File: config.mk
export PLATFORM = sky130hd
export DESIGN_NAME = ccm_block_pack_flat
export DESIGN_NICKNAME = d
export VERILOG_FILES = /design/src/rtl/ccm_block_pack_if.sv /design/src/rtl/ccm_block_pack.sv /design/src/flat_wrapper.sv
export SDC_FILE = /design/constraint.sdc
export NUM_CORES = 1
export LEC_CHECK = 0
export BUFFER_PORTS_ARGS = -buffer_cell sky130_fd_sc_hd__buf_4
export CAP_MARGIN = 20
export CELL_PAD_IN_SITES_DETAIL_PLACEMENT = 0
export CELL_PAD_IN_SITES_GLOBAL_PLACEMENT = 2
export CORE_ASPECT_RATIO = 0.5
export CORE_MARGIN = 2
export CORE_UTILIZATION = 44
export CTS_BUF_LIST = sky130_fd_sc_hd__clkbuf_4 sky130_fd_sc_hd__clkbuf_8
export CTS_CLUSTER_SIZE = 30
export DETAILED_ROUTE_END_ITERATION = 16
export PLACE_DENSITY_LB_ADDON = 0.2
export SLEW_MARGIN = 20
export SYNTH_ARGS = -nofsm -noshare
export SYNTH_HDL_FRONTEND = slang
export SYNTH_SLANG_ARGS = --single-unit
File: constraint.sdc
create_clock -name clk -period 5.8 [get_ports clk]
set_input_delay 0.29 -clock clk [delete_from_list [all_inputs] [get_ports clk]]
set_output_delay 0.29 -clock clk [all_outputs]
set_load 0.01 [all_outputs]
File: src/rtl/ccm_block_pack_if.sv
// ccm_block_pack_if -- byte-in / block-out stream bundle for ccm_block_pack.
//   input_data/input_en/input_last : plaintext byte stream towards the packer
//   in_ready                       : packer accepts a byte when input_en && in_ready
//   out_block/out_valid/out_last   : 128-bit packed block, first byte in [127:120]
//   out_byte_cnt/out_block_idx     : valid bytes (1..16) and CTR index of the block
//   out_ready                      : downstream accepts when out_valid && out_ready
// master = byte source / block sink side, slave = the packer.
interface ccm_block_pack_if #(
  parameter int unsigned WIDTH       = 8,
  parameter int unsigned WIDTH_COUNT = 20
);
  logic [WIDTH-1:0]       input_data;
  logic                   input_en;
  logic                   input_last;
  logic                   in_ready;
  logic [127:0]           out_block;
  logic                   out_valid;
  logic                   out_ready;
  logic                   out_last;
  logic [4:0]             out_byte_cnt;
  logic [WIDTH_COUNT-1:0] out_block_idx;

  modport master (
    output input_data, input_en, input_last, out_ready,
    input  in_ready, out_block, out_valid, out_last, out_byte_cnt, out_block_idx
  );

  modport slave (
    input  input_data, input_en, input_last, out_ready,
    output in_ready, out_block, out_valid, out_last, out_byte_cnt, out_block_idx
  );
endinterface

File: src/rtl/ccm_block_pack.sv
// ccm_block_pack -- packs a CCM plaintext byte stream into 128-bit blocks for
// the CTR/AES stage, tagging each block with its byte count, last flag and CTR
// block index (starting at 1; index 0 is reserved for the MIC).
// Ports:
//   clk      : single clock, rising edge
//   reset    : asynchronous, active-low
//   bus      : ccm_block_pack_if.slave (byte input stream and block output stream)
//   ovf_err  : sticky, a byte was offered while in_ready was low
//   msg_len  : (only with CCM_PACK_MSG_LEN_EN) accepted byte count of the message,
//              valid while out_valid && out_last, saturating at 65535
// Optional feature macro: CCM_PACK_MSG_LEN_EN.
module ccm_block_pack #(
  parameter int unsigned WIDTH       = 8,
  parameter int unsigned WIDTH_COUNT = 20
) (
  input  logic                clk,
  input  logic                reset,
  ccm_block_pack_if.slave     bus,
  output logic                ovf_err
`ifdef CCM_PACK_MSG_LEN_EN
  ,
  output logic [15:0]         msg_len
`endif
);

  localparam int unsigned          BYTES   = 128 / WIDTH;
  localparam logic [0:0]           FILL    = 1'b0;
  localparam logic [0:0]           HOLD    = 1'b1;
  localparam logic [WIDTH_COUNT-1:0] IDX_ONE = WIDTH_COUNT'(1);

  logic [0:0]             state;
  logic                   run;
  logic [3:0]             ptr;
  logic [127:0]           acc;
  logic [127:0]           acc_w;

  // Closed block waiting one cycle before entering the output register.
  logic                   pend_v;
  logic [127:0]           pend_blk;
  logic [4:0]             pend_cnt;
  logic                   pend_last;
  logic [WIDTH_COUNT-1:0] nxt_idx;

  logic [127:0]           ob;
  logic                   ov;
  logic                   ol;
  logic [4:0]             oc;
  logic [WIDTH_COUNT-1:0] oi;

  logic                   in_ready_w;
  logic                   accept;
  logic                   close;
  logic                   load;
  logic                   ov_next;

  assign in_ready_w = run && (state == FILL);
  assign accept     = bus.input_en && in_ready_w;
  // A lone input_last only closes a block that already holds bytes.
  assign close      = in_ready_w &&
                      ((bus.input_en && ((ptr == 4'd15) || bus.input_last)) ||
                       (!bus.input_en && bus.input_last && (ptr != 4'd0)));
  assign load       = pend_v && (!ov || bus.out_ready);
  assign ov_next    = load || (ov && !bus.out_ready);

  assign bus.in_ready      = in_ready_w;
  assign bus.out_block     = ob;
  assign bus.out_valid     = ov;
  assign bus.out_last      = ol;
  assign bus.out_byte_cnt  = oc;
  assign bus.out_block_idx = oi;

  always_comb begin
    acc_w = acc;
    for (int unsigned k = 0; k < BYTES; k++) begin
      if (accept && (ptr == 4'(k))) begin
        acc_w[127 - WIDTH*k -: WIDTH] = bus.input_data;
      end
    end
  end

  always_ff @(posedge clk or negedge reset) begin
    if (!reset) begin
      state     <= FILL;
      run       <= 1'b0;
      ptr       <= '0;
      acc       <= '0;
      pend_v    <= 1'b0;
      pend_blk  <= '0;
      pend_cnt  <= '0;
      pend_last <= 1'b0;
      nxt_idx   <= IDX_ONE;
      ob        <= '0;
      ov        <= 1'b0;
      ol        <= 1'b0;
      oc        <= '0;
      oi        <= IDX_ONE;
      ovf_err   <= 1'b0;
    end else begin
      run <= 1'b1;
      if (bus.input_en && !in_ready_w) begin
        ovf_err <= 1'b1;
      end

      if (close) begin
        acc       <= '0;
        ptr       <= '0;
        pend_v    <= 1'b1;
        pend_blk  <= acc_w;
        pend_cnt  <= {1'b0, ptr} + {4'b0, accept};
        pend_last <= bus.input_last;
      end else begin
        acc <= acc_w;
        if (accept) begin
          ptr <= ptr + 4'd1;
        end
        if (load) begin
          pend_v <= 1'b0;
        end
      end

      if (load) begin
        ob      <= pend_blk;
        oc      <= pend_cnt;
        ol      <= pend_last;
        oi      <= nxt_idx;
        nxt_idx <= pend_last ? IDX_ONE : nxt_idx + IDX_ONE;
      end
      ov <= ov_next;

      // A block closing into an occupied output register must wait in HOLD;
      // otherwise it moves out next cycle and input keeps streaming.
      if (close && ov_next) begin
        state <= HOLD;
      end else if (load) begin
        state <= FILL;
      end
    end
  end

`ifdef CCM_PACK_MSG_LEN_EN
  logic [15:0] len_cnt;
  logic [15:0] len_cnt_w;
  logic [15:0] pend_len;
  logic [15:0] len_r;

  always_comb begin
    len_cnt_w = len_cnt;
    if (accept && (len_cnt != 16'hFFFF)) begin
      len_cnt_w = len_cnt + 16'd1;
    end
  end

  // The running count is snapshotted per message so the next message can
  // stream in while the previous last block is still presented.
  always_ff @(posedge clk or negedge reset) begin
    if (!reset) begin
      len_cnt  <= '0;
      pend_len <= '0;
      len_r    <= '0;
    end else begin
      if (close && bus.input_last) begin
        len_cnt  <= '0;
        pend_len <= len_cnt_w;
      end else begin
        len_cnt <= len_cnt_w;
      end
      if (load) begin
        len_r <= pend_last ? pend_len : '0;
      end else if (ov && bus.out_ready && ol) begin
        len_r <= '0;
      end
    end
  end

  assign msg_len = len_r;
`endif

endmodule

File: src/flat_wrapper.sv
// flat-port wrapper written by rule: the top's interface ports become plain ports
module ccm_block_pack_flat 
#(
  parameter int unsigned WIDTH       = 8,
  parameter int unsigned WIDTH_COUNT = 20
)
  (clk, reset, ovf_err, bus_input_data, bus_input_en, bus_input_last, bus_out_ready, bus_in_ready, bus_out_block, bus_out_valid, bus_out_last, bus_out_byte_cnt, bus_out_block_idx);
  ccm_block_pack_if #(.WIDTH(WIDTH), .WIDTH_COUNT(WIDTH_COUNT)) bus_i ();
  input  logic clk;
  input  logic reset;
  output logic ovf_err;
  input wire logic [$bits(bus_i.input_data)-1:0] bus_input_data;
  input wire logic [$bits(bus_i.input_en)-1:0] bus_input_en;
  input wire logic [$bits(bus_i.input_last)-1:0] bus_input_last;
  input wire logic [$bits(bus_i.out_ready)-1:0] bus_out_ready;
  output wire logic [$bits(bus_i.in_ready)-1:0] bus_in_ready;
  output wire logic [$bits(bus_i.out_block)-1:0] bus_out_block;
  output wire logic [$bits(bus_i.out_valid)-1:0] bus_out_valid;
  output wire logic [$bits(bus_i.out_last)-1:0] bus_out_last;
  output wire logic [$bits(bus_i.out_byte_cnt)-1:0] bus_out_byte_cnt;
  output wire logic [$bits(bus_i.out_block_idx)-1:0] bus_out_block_idx;
  assign bus_i.input_data = bus_input_data;
  assign bus_i.input_en = bus_input_en;
  assign bus_i.input_last = bus_input_last;
  assign bus_i.out_ready = bus_out_ready;
  assign bus_in_ready = bus_i.in_ready;
  assign bus_out_block = bus_i.out_block;
  assign bus_out_valid = bus_i.out_valid;
  assign bus_out_last = bus_i.out_last;
  assign bus_out_byte_cnt = bus_i.out_byte_cnt;
  assign bus_out_block_idx = bus_i.out_block_idx;
  ccm_block_pack #(.WIDTH(WIDTH), .WIDTH_COUNT(WIDTH_COUNT)) u_core (.clk(clk), .reset(reset), .bus(bus_i), .ovf_err(ovf_err));
endmodule
==> summary.txt <==
Logic synthesis
  – Most common cell in the synthesized netlist: sky130_fd_sc_hd__dfrtp_1
  – Post-synthesis cell area: 17550 um2
  – Multiplexer share of the synthesized area: 15.22%
  – Post-Synth Simple-Gate Area: 10.07%
  – Post-Synthesis Mean Instance Area: 11.46 um2
  – Fraction of post-synthesis cell area in the top cell type by area: 63.18%
  – Portion of the post-synthesis area used by sequential elements: 63.48%
  – Total nets after synthesis: 1551
  – Share of the synthesized area in compound gates (AO/OA/AOI/OAI): 5.120%
  – Area share of xor/xnor cells in the synthesized design: 0.2496%
  – Number of flops mapped to enable cells by yosys: 0
  – Top post-synthesis cells by count: sky130_fd_sc_hd__dfrtp_1 (443), sky130_fd_sc_hd__mux2i_1 (259), sky130_fd_sc_hd__nand2_1 (216), sky130_fd_sc_hd__nor2_1 (138), sky130_fd_sc_hd__o21ai_0 (137)
  – Async set-or-reset flop fraction in the synthesized netlist: 100.0%
  – Number of synthesis warnings: 0
  – Dominant combinational cell family by area after synthesis: multiplexers
  – Synthesis-stage register bit count: 445
  – Largest area contributor in the netlist: sky130_fd_sc_hd__dfrtp_1
  – Distinct cells, synth: 48
  – Largest cells by area after synthesis: sky130_fd_sc_hd__dfrtp_1 (63%), sky130_fd_sc_hd__mux2i_1 (15%), sky130_fd_sc_hd__nand2_1 (4.6%)
  – Top FF cell, synth: sky130_fd_sc_hd__dfrtp_1
  – Post-Syn Instances: 1531
  – Adder-cell area share of the yosys netlist: 0.4991%

Setup path
  – Arr. time, crit path: 3.30 ns
  – Critical-path maximum fanout: 192
  – Critical setup path kind: reg -> reg
  – Kind of cell adding the most delay to the critical path: buffers and inverters
  – Crit path launch type: register
  – Critical path, cell by cell: ha_1 > nand4b_2 > nor2_4 > o211a_4 > buf_12 > mux2i_1
  – Sort of element at the end of the critical path: register
  – WP buf/inv: 1
  – Critical-path top delay cell: sky130_fd_sc_hd__buf_12
  – Required time worst endpoint: 6.31 ns
  – Max stage delay on crit path: 0.60 ns

Clocking
  – Setup Fix Bufs, Post-CTS: 0
  – TritonCTS Sinks: 445
  – Hold-fix buffers, CTS: 3
  – Clock network latency to the later pin of the worst-skew pair: 0.61 ns
  – CTS buffer count: 66
  – Clock slew at the register clock pins of the worst setup and hold paths: 0.06 ns
  – Root buffer selected by CTS: sky130_fd_sc_hd__clkbuf_8
  – Maximum number of buffers from clock root to sink: 3
  – TritonCTS clock tree: done
  – Total of cells resized after clock tree synthesis: 0
  – H-Tree Level Count: 3

Finish
  – Fraction of final layout cells with drive strength greater than 1: 17.99%
  – Number of filler cells placed in the layout: 3495
  – Area added between synthesis and finish: 17.61%
  – Antenna diodes: 0
  – Net count of the finished layout: 1715

STA
  – Number of hold violations in the final report: 0
  – Relative slew slack: 18.19%
  – Final-report setup violation count: 0
  – Slew of the pin with the lowest slew margin: 1.227 ns
  – Final slew viol count: 0
  – Minimum period implied by the final worst setup slack: 2.795 ns
  – Post-route worst hold slack: 0.2171 ns
  – Peak Freq: 357.7 MHz
  – RSZ-0062 raised after global routing: no
  – Worst clock skew on the final layout: 0.02064 ns
  – Post-route clock period utilization: 48.20%
  – Setup TNS after final layout: 0 ns

Drt
  – Average wire per standard cell: 16.46 um
  – Via count normalized by instance count: 4.848
  – Via total after detailed routing: 11030
  – Remaining DRCs: 0
  – Drt initial violations: 844
  – TritonRoute pass-1 iters: 5
  – Number of nets with antenna violations after detailed routing: 0
  – Drt total wl: 37450 um

Die
  – Boundary pin count: 170
  – Die Height: 145.2 um
  – Initial standard-cell utilization of the core: 44.86%
  – Site Rows: 51
  – Core ar.: 39120 um2
  – DIE AREA: 41590 um2
  – X dimension of the die: 286.4 um

Global routing
  – Global-route wire length before repair: 61290 um
  – Leftover overflow at the end of global routing: 0
  – GRT Overall Usage: 18.56%
  – Vias in the first global route: 11461
  – Largest net degree at the start of global routing: 193
  – Initial antenna violation count: 0

Worst hold path
  – Worst min-delay path category: in -> reg

Place
  – Number of port buffers: 169
  – Total half-perimeter wirelength after legalization and detailed placement: 22830 um
  – Routability Congestion: 0.7485

Run status
  – Run status: finished clean

Power and ir drop
  – Static Leak: 10.04 nW
  – Peak supply drop: 0.0002444 V
  – Cell Pwr Density: 407.9 nW/um2
  – Tot Pwr: 8.418 mW

Job
  – Max-capacitance violation count: 0
[state kept, by name, summed over array words and instances (netlist names)]
signal / count
u_core.run: 1
u_core.pend_last: 1
u_core.bus.out_valid: 1
u_core.bus.out_last: 1
u_core.acc: 128
u_core.bus.out_byte_cnt: 5
u_core.state: 1
u_core.ptr: 4
u_core.pend_blk: 128
u_core.pend_v: 1
u_core.nxt_idx: 20
u_core.bus.out_block_idx: 20
u_core.pend_cnt: 5
u_core.bus.out_block: 128
u_core.ovf_err: 1
[layout by cell type, fill, tap and decap left out, types with 2 or more instances in the layout]
cell	instances
sky130_fd_sc_hd__and4_1	2
sky130_fd_sc_hd__a21oi_1	10
sky130_fd_sc_hd__nand4b_1	3
sky130_fd_sc_hd__mux2_1	6
sky130_fd_sc_hd__clkbuf_4	18
sky130_fd_sc_hd__o31ai_1	8
sky130_fd_sc_hd__inv_1	134
sky130_fd_sc_hd__buf_4	172
sky130_fd_sc_hd__dfstp_2	2
sky130_fd_sc_hd__nor3_1	5
sky130_fd_sc_hd__nor2_2	11
sky130_fd_sc_hd__or4_1	9
sky130_fd_sc_hd__nor4_1	3
sky130_fd_sc_hd__nand4_1	2
sky130_fd_sc_hd__o21a_1	3
sky130_fd_sc_hd__nor2b_1	2
sky130_fd_sc_hd__xnor2_1	2
sky130_fd_sc_hd__nand2b_1	4
sky130_fd_sc_hd__clkbuf_8	90
sky130_fd_sc_hd__clkinv_2	9
sky130_fd_sc_hd__o21ai_0	137
sky130_fd_sc_hd__buf_12	4
sky130_fd_sc_hd__a221o_1	2
sky130_fd_sc_hd__dfrtp_1	443
sky130_fd_sc_hd__dlygate4sd3_1	3
sky130_fd_sc_hd__nand2_1	215
sky130_fd_sc_hd__xor2_1	3
sky130_fd_sc_hd__nor2_1	138
sky130_fd_sc_hd__nand3_1	14
sky130_fd_sc_hd__ha_1	7
sky130_fd_sc_hd__and3_1	6
sky130_fd_sc_hd__mux2i_1	259
[stage by stage]
stage | setup slack (ns) | instance area [um2] | instances | util [%]
final | 3.005 | 20640 | 2275 | 52.76
after global routing | 2.843 | 20640 | 2275 | 52.76
after CTS | 3.010 | 20640 | 2275 | 52.76
after floorplan | 3.776 | 17550 | 1531 | -
after detailed placement | 3.028 | 19180 | 2154 | 49.04
after global placement | 3.091 | 19180 | 2154 | 49.04
[kinds of logic after synthesis]
kind of cell               after synthesis
other                                    1
adders and majority gates                7
DFF                                    445
xor gates and xnor gates                 5
buffers and inverters                  219
AOI/OAI and AO/OA                      167
muxes                                  266
and+or+nand+nor                        421
[metal layers]
| layer | part of all wire (%) | track usage [%] | up-vias | wire [um] |
|---|---|---|---|---|
| li1 | - | - | 5318 | - |
| met1 | 48 | 25.84 | 5506 | 17890 |
| met2 | 47 | 29.46 | 151 | 17650 |
| met3 | 3.4 | 4.214 | 55 | 1291 |
| met4 | 1.6 | 4.738 | 0 | 616 |
| met5 | 0 | 0 | - | 0 |
[worst min-delay path, stage by stage]
cell,delay (ns)
sky130_fd_sc_hd__buf_4,0.22
sky130_fd_sc_hd__mux2i_1,0.20
sky130_fd_sc_hd__nor2_1,0.05
[where the power goes]
group          total (mW)  internal [mW]  leakage (nW)  switching [mW]
sequential           3.97           3.66          6.08           0.312
clock                2.69           1.50         0.765            1.19
combinational        1.76          0.724          3.20            1.04
total                8.42           5.88          10.0            2.54
[layout make-up]
class / count / area [um2] / share of cell area, %
Clock buffer: 108 / 1374 / 6.657
Clock inverter: 10 / 52.55 / 0.2546
Inverter: 135 / 506.7 / 2.455
Multi-Input combinational cell: 867 / 5487 / 26.59
Sequential cell: 445 / 11140 / 53.97
Tap cell: 530 / 663.1 / 3.213
Timing Repair Buffer: 180 / 1416 / 6.863
[worst paths after layout]
kind,start,cells past startpoint,to,slack [ns]
min in group asynchronous,reset,2,u_core.bus.out_block[69],0.26
worst min register to register,u_core.bus.out_block_idx[0],2,u_core.bus.out_block_idx[0],0.46
worst min-delay path,bus_input_data[7],3,u_core.acc[111],0.22
max in group asynchronous,reset,3,u_core.bus.out_block_idx[17],4.09
worst max register to register,u_core.ptr[0],6,u_core.pend_blk[111],3.00
worst max-delay path,u_core.ptr[0],6,u_core.pend_blk[111],3.00
Note: power is estimated with default switching activity, not from simulation.
